`src/rtl/puzzle_pkg.sv`:
```
// Shared definitions for the puzzle machine: move command codes, the button
// FSM state type and small encoding helpers used by the button front end.
package puzzle_pkg;

   localparam logic [2:0] CMD_NONE    = 3'd0;
   localparam logic [2:0] CMD_UP      = 3'd1;
   localparam logic [2:0] CMD_DOWN    = 3'd2;
   localparam logic [2:0] CMD_LEFT    = 3'd3;
   localparam logic [2:0] CMD_RIGHT   = 3'd4;
   localparam logic [2:0] CMD_RESTART = 3'd5;

   typedef enum logic [1:0] {
      IDLE     = 2'd0,
      PEND     = 2'd1,
      WAIT_REL = 2'd2
   } state_t;

   // Lowest-index pressed button wins.
   function automatic logic [2:0] first_press_code(input logic [4:0] rise);
      logic [2:0] code;
      casez (rise)
         5'b????1: code = CMD_UP;
         5'b???10: code = CMD_DOWN;
         5'b??100: code = CMD_LEFT;
         5'b?1000: code = CMD_RIGHT;
         5'b10000: code = CMD_RESTART;
         default:  code = CMD_NONE;
      endcase
      return code;
   endfunction

   // Presses that lose arbitration: everything except the lowest set bit.
   function automatic logic [4:0] extra_presses(input logic [4:0] rise);
      return rise & (rise - 5'd1);
   endfunction

endpackage

```
`src/rtl/btn_debounce.sv`:
```
// One button bit: two-flop synchronizer, consecutive-cycle debounce counter
// and a registered rising-edge pulse of the debounced level.
module btn_debounce #(
   parameter int DB_CYCLES = 16
) (
   input  logic clk,
   input  logic rst_n,
   input  logic btn,
   output logic stable,
   output logic rise
);

   localparam int             CW      = $clog2(DB_CYCLES);
   localparam logic [CW-1:0]  CNT_MAX = CW'(DB_CYCLES - 1);

   logic          meta_r;
   logic          sync_r;
   logic          stable_r;
   logic          stable_q_r;
   logic          rise_r;
   logic [CW-1:0] cnt_r;

   // Synchronize, debounce and register the press edge.
   always_ff @(posedge clk) begin
      if (!rst_n) begin
         meta_r     <= 1'b0;
         sync_r     <= 1'b0;
         stable_r   <= 1'b0;
         stable_q_r <= 1'b0;
         rise_r     <= 1'b0;
         cnt_r      <= {CW{1'b0}};
      end else begin
         meta_r     <= btn;
         sync_r     <= meta_r;
         stable_q_r <= stable_r;
         rise_r     <= stable_r & ~stable_q_r;
         if (sync_r == stable_r) begin
            cnt_r <= {CW{1'b0}};
         end else if (cnt_r == CNT_MAX) begin
            stable_r <= ~stable_r;
            cnt_r    <= {CW{1'b0}};
         end else begin
            cnt_r <= cnt_r + CW'(1);
         end
      end
   end

   assign stable = stable_r;
   assign rise   = rise_r;

endmodule

```
`src/rtl/btn_cmd.sv`:
```
// Button front end: debounces the five buttons and turns each fresh press
// into one move command held on a valid/ack handshake.
module btn_cmd
   import puzzle_pkg::*;
#(
   parameter int DB_CYCLES = 16
) (
   input  logic       clk,
   input  logic       rst_n,
   input  logic [4:0] btn,
   input  logic       cmd_ack,
   output logic       cmd_valid,
   output logic [2:0] cmd,
   output logic       drop
);

   logic [4:0] stable_s;
   logic [4:0] rise_s;

   for (genvar g = 0; g < 5; g++) begin : g_db
      btn_debounce #(.DB_CYCLES(DB_CYCLES)) u_db (
         .clk    (clk),
         .rst_n  (rst_n),
         .btn    (btn[g]),
         .stable (stable_s[g]),
         .rise   (rise_s[g])
      );
   end

   state_t     state_r;
   state_t     state_next_s;
   logic [2:0] cmd_r;
   logic [2:0] cmd_next_s;
   logic       valid_r;
   logic       valid_next_s;
   logic       drop_r;
   logic       drop_next_s;

   // Next state and next output values; outputs are registered below.
   always_comb begin
      state_next_s = state_r;
      cmd_next_s   = CMD_NONE;
      drop_next_s  = 1'b0;
      case (state_r)
         IDLE: begin
            if (|rise_s) begin
               state_next_s = PEND;
               cmd_next_s   = first_press_code(rise_s);
               drop_next_s  = |extra_presses(rise_s);
            end else begin
               state_next_s = IDLE;
            end
         end
         PEND: begin
            drop_next_s = |rise_s;
            if (cmd_ack) begin
               state_next_s = WAIT_REL;
            end else begin
               cmd_next_s = cmd_r;
            end
         end
         WAIT_REL: begin
            drop_next_s = |rise_s;
            if (stable_s == 5'd0) begin
               state_next_s = IDLE;
            end else begin
               state_next_s = WAIT_REL;
            end
         end
         default: begin
            state_next_s = IDLE;
         end
      endcase
      valid_next_s = (state_next_s == PEND);
   end

   // State and output registers.
   always_ff @(posedge clk) begin
      if (!rst_n) begin
         state_r <= IDLE;
         cmd_r   <= CMD_NONE;
         valid_r <= 1'b0;
         drop_r  <= 1'b0;
      end else begin
         state_r <= state_next_s;
         cmd_r   <= cmd_next_s;
         valid_r <= valid_next_s;
         drop_r  <= drop_next_s;
      end
   end

   assign cmd_valid = valid_r;
   assign cmd       = cmd_r;
   assign drop      = drop_r;

endmodule

```
`config.mk`:
```
export PLATFORM = sky130hd
export DESIGN_NAME = btn_cmd
export DESIGN_NICKNAME = d
export VERILOG_FILES = /design/src/rtl/puzzle_pkg.sv /design/src/rtl/btn_debounce.sv /design/src/rtl/btn_cmd.sv
export SDC_FILE = /design/constraint.sdc
export NUM_CORES = 1
export LEC_CHECK = 0
export CAP_MARGIN = 0
export CELL_PAD_IN_SITES_DETAIL_PLACEMENT = 1
export CELL_PAD_IN_SITES_GLOBAL_PLACEMENT = 1
export CORE_UTILIZATION = 48
export DETAILED_ROUTE_END_ITERATION = 16
export GPL_TIMING_DRIVEN = 0
export HOLD_SLACK_MARGIN = 0.06
export PLACE_DENSITY = 0.85
export SLEW_MARGIN = 20
export SYNTH_ARGS = -nofsm -noshare
export SYNTH_HDL_FRONTEND = slang
export SYNTH_SLANG_ARGS = --single-unit
```
`constraint.sdc`:
```
create_clock -name clk -period 2.9 [get_ports clk]
set_input_delay 0.29 -clock clk [delete_from_list [all_inputs] [get_ports clk]]
set_output_delay 0.29 -clock clk [all_outputs]
set_load 0.02 [all_outputs]
```
==> results.sh <==
export IMPL_peakVddDrop_mv=0.361
export IMPL_drc=0
export IMPL_setup_tns_ps=0
export IMPL_fp_dieArea_um2=4180
export IMPL_die_x_um=64.6
export IMPL_core_area_um2=3720
export IMPL_port_buffers=12
export IMPL_first_pass_iters=4
export IMPL_setup_ws_ps=1330
export IMPL_yosysTopAreaCell="dfxtp_1"
export IMPL_maxSlewHeadroom=0.664
export IMPL_ff2ff_path_depth=7
export IMPL_synth_area_um2=1880
export IMPL_critPathMaxFanout=10
export IMPL_area_delta_synth_final_pct=13.7
export IMPL_rows=22
export IMPL_cts_max_level=2
export IMPL_status="finished clean"
export IMPL_rsz0062_at_grt="false"
export IMPL_dp_hpwl_um=2560
export IMPL_grt_usage=0.195
export IMPL_finClkSkew_ps=7.62
export IMPL_worstHoldPathCells=1
export IMPL_fin_crit_sh=0.543
export IMPL_drive_gt1_frac=0.0345
export IMPL_cts_tree="yes"
export IMPL_setup_viol=0
export IMPL_grt_pass1_wl_um=6050
export IMPL_syn_area_per_cell_um2=10.2
export IMPL_worstPathRequired_ps=3150
export IMPL_grt_ovfl_total=0
export IMPL_maxSlewViolCount=0
export IMPL_synth_nets=201
export IMPL_via_per_inst=5.03
export IMPL_worstMarginPinSlew_ps=504
export IMPL_place_congestion=0.805
export IMPL_power_density_nw_per_um2=534
export IMPL_clk_pin_slew_worst_paths_ps=90
export IMPL_fmax_mhz=635
export IMPL_post_route_util=0.576
export IMPL_antenna_found_initial=0
export IMPL_ys_top_cells_by_area="dfxtp_1, xor2_1, ha_1, and2_1, nor2b_1"
export IMPL_clock_latency_ps=300
export IMPL_clkSinkCount=52
export IMPL_numCtsBuffers=5
export IMPL_total_power_w=0.00114
export IMPL_hold_buffers=0
export IMPL_nNetsFinal=220
export IMPL_ys_seq_elements=52
export IMPL_ant_nets=0
export IMPL_vias=1262
export IMPL_cp_data_arrival_time_ps=1820
export IMPL_grt_max_degree=15
export IMPL_yosysUniqueCellTypes=25
export IMPL_start_util=0.506
export IMPL_yosysSeqAreaShare=0.553
export IMPL_preCtsSetupSlack_ps=985
export IMPL_critPathCaptureType="flop"
export IMPL_hold_violations=0
export IMPL_ioPinCount=13
export IMPL_die_h_um=64.6
export IMPL_cp_common_cell="clkbuf_1"
export IMPL_drv_cap=0
export IMPL_power_leakage_nw=0.951
export IMPL_grt_pass1_vias=1359
export IMPL_post_drt_wl_per_cell_um=13.6
export IMPL_startpoint_type="input port"
export IMPL_period_needed_ps=1570
export IMPL_cts_root_buf="clkbuf_8"
export IMPL_synthCells=184
export IMPL_drt_iter0_markers=23
export IMPL_wl_um=3410
export IMPL_critPathKind="input port to flop"
export IMPL_ys_warnings_count=0
export IMPL_yosysTopAreaCellShare=0.553
export IMPL_n_antenna_cell=0
export IMPL_hold_path_class="flop to flop"
export IMPL_crit_chain="clkdlybuf4s50_1, clkbuf_1, clkbuf_1, and2_1"
export IMPL_slowest_stage="clkdlybuf4s50_1"
export IMPL_cpPeakStageDelay_ps=610
export IMPL_post_cts_buffers=0
export IMPL_cts_resized=0
export IMPL_clk_path_buf_depth=2
-- state kept, by name, summed over array words and instances (netlist names) --
name,flops
cmd,3
g_db.u_db.rise,5
g_db.u_db.stable,5
g_db.u_db.meta_r,5
g_db.u_db.cnt_r,20
state_r,2
drop,1
cmd_valid,1
g_db.u_db.stable_q_r,5
g_db.u_db.sync_r,5
-- final cells by class --
type / instances / area, µm²
clock inverters: 1 / 5.00
inverters: 9 / 33.8
plain buffers: 4 / 15.0
clock buffers: 6 / 72.6
fillers: 424 / 1580
multi-input cells: 119 / 792
repair buffers: 12 / 120
flip-flops and latches: 52 / 1040
well taps: 48 / 60.1
-- cells by family after synthesis --
family                   count (synthesis)  share of synthesized area
multiplexers                             5                     0.0266
flip-flops                              52                      0.553
AO/OA/AOI/OAI                           13                     0.0452
AND/OR/NAND/NOR                         77                      0.219
adder cells (fa/ha/maj)                  9                     0.0598
XOR/XNOR                                15                     0.0698
buffers and inverters                   13                     0.0259
-- synthesized netlist by cell type --
master	count
a32o_1	2
a21oi_1	3
and2_1	15
a32oi_1	1
and2_2	1
nor3_1	1
o21bai_1	1
dfxtp_1	52
nor2b_1	15
nor4b_1	1
clkbuf_1	4
nand3_1	15
a21boi_0	1
nand2_1	2
a31oi_1	1
o21ai_0	3
mux2i_1	5
nor2_1	20
o21ai_1	1
and3_1	5
inv_1	9
ha_1	9
xor2_1	15
and2b_1	1
or4_1	1
-- per-stage QoR --
step	cells	cell area [µm²]	hold WS (ps)
floorplan	184	1880	367
global route	251	2140	404
detailed placement	244	2060	375
finish	251	2140	397
CTS	251	2140	395
global placement	244	2060	375
-- cell usage in the layout, fill, tap and decap left out --
cell             Yosys  layout
a31oi_1              1       1
o21ai_0              3       3
clkdlybuf4s50_1      0      12
and2b_1              1       1
a32oi_1              1       1
clkinv_2             0       1
inv_1                9       9
dfxtp_1             52      52
a21oi_1              3       3
clkbuf_8             0       5
a32o_1               2       2
nor3_1               1       1
a21boi_0             1       1
nand3_1             15      15
nor4b_1              1       1
o21ai_1              1       1
nand2_1              2       2
and3_1               5       5
xor2_1              15      15
clkbuf_1             4       5
or4_1                1       1
nor2b_1             15      15
mux2i_1              5       5
nor2_1              20      20
and2_2               1       1
and2_1              15      15
o21bai_1             1       1
ha_1                 9       9
-- final timing paths --
check	start	endpoint	slack, ps
worst max register to register	state_r[1]	cmd[1]	1390
worst max-delay path	rst_n	g_db[2].u_db.sync_r	1330
worst min-delay path	g_db[1].u_db.stable_q_r	g_db[1].u_db.rise	400
worst min register to register	g_db[1].u_db.stable_q_r	g_db[1].u_db.rise	400
-- power breakdown --
| part | switching [W] | internal (W) | leakage [nW] | total [W] |
|---|---|---|---|---|
| sequential | 0.00000441 | 0.000722 | 0.421 | 0.000726 |
| clock | 0.000220 | 0.000165 | 0.0410 | 0.000384 |
| combinational | 0.0000151 | 0.0000171 | 0.488 | 0.0000322 |
| total | 0.000239 | 0.000904 | 0.951 | 0.00114 |
-- routing by layer --
layer  vias up  wire length [µm]  track usage
met1       599              1450        0.206
met5         -                 0            0
met2        18              1780        0.354
li1        637                 -            -
met4         0                76       0.0833
met3         8                96       0.0581
-- critical path, delay by kind of cell --
kind	cells	cell delay [ps]
buffers and inverters	3	1340
AND/OR/NAND/NOR	1	180
No activity file was read; power rests on OpenSTA's default activity.
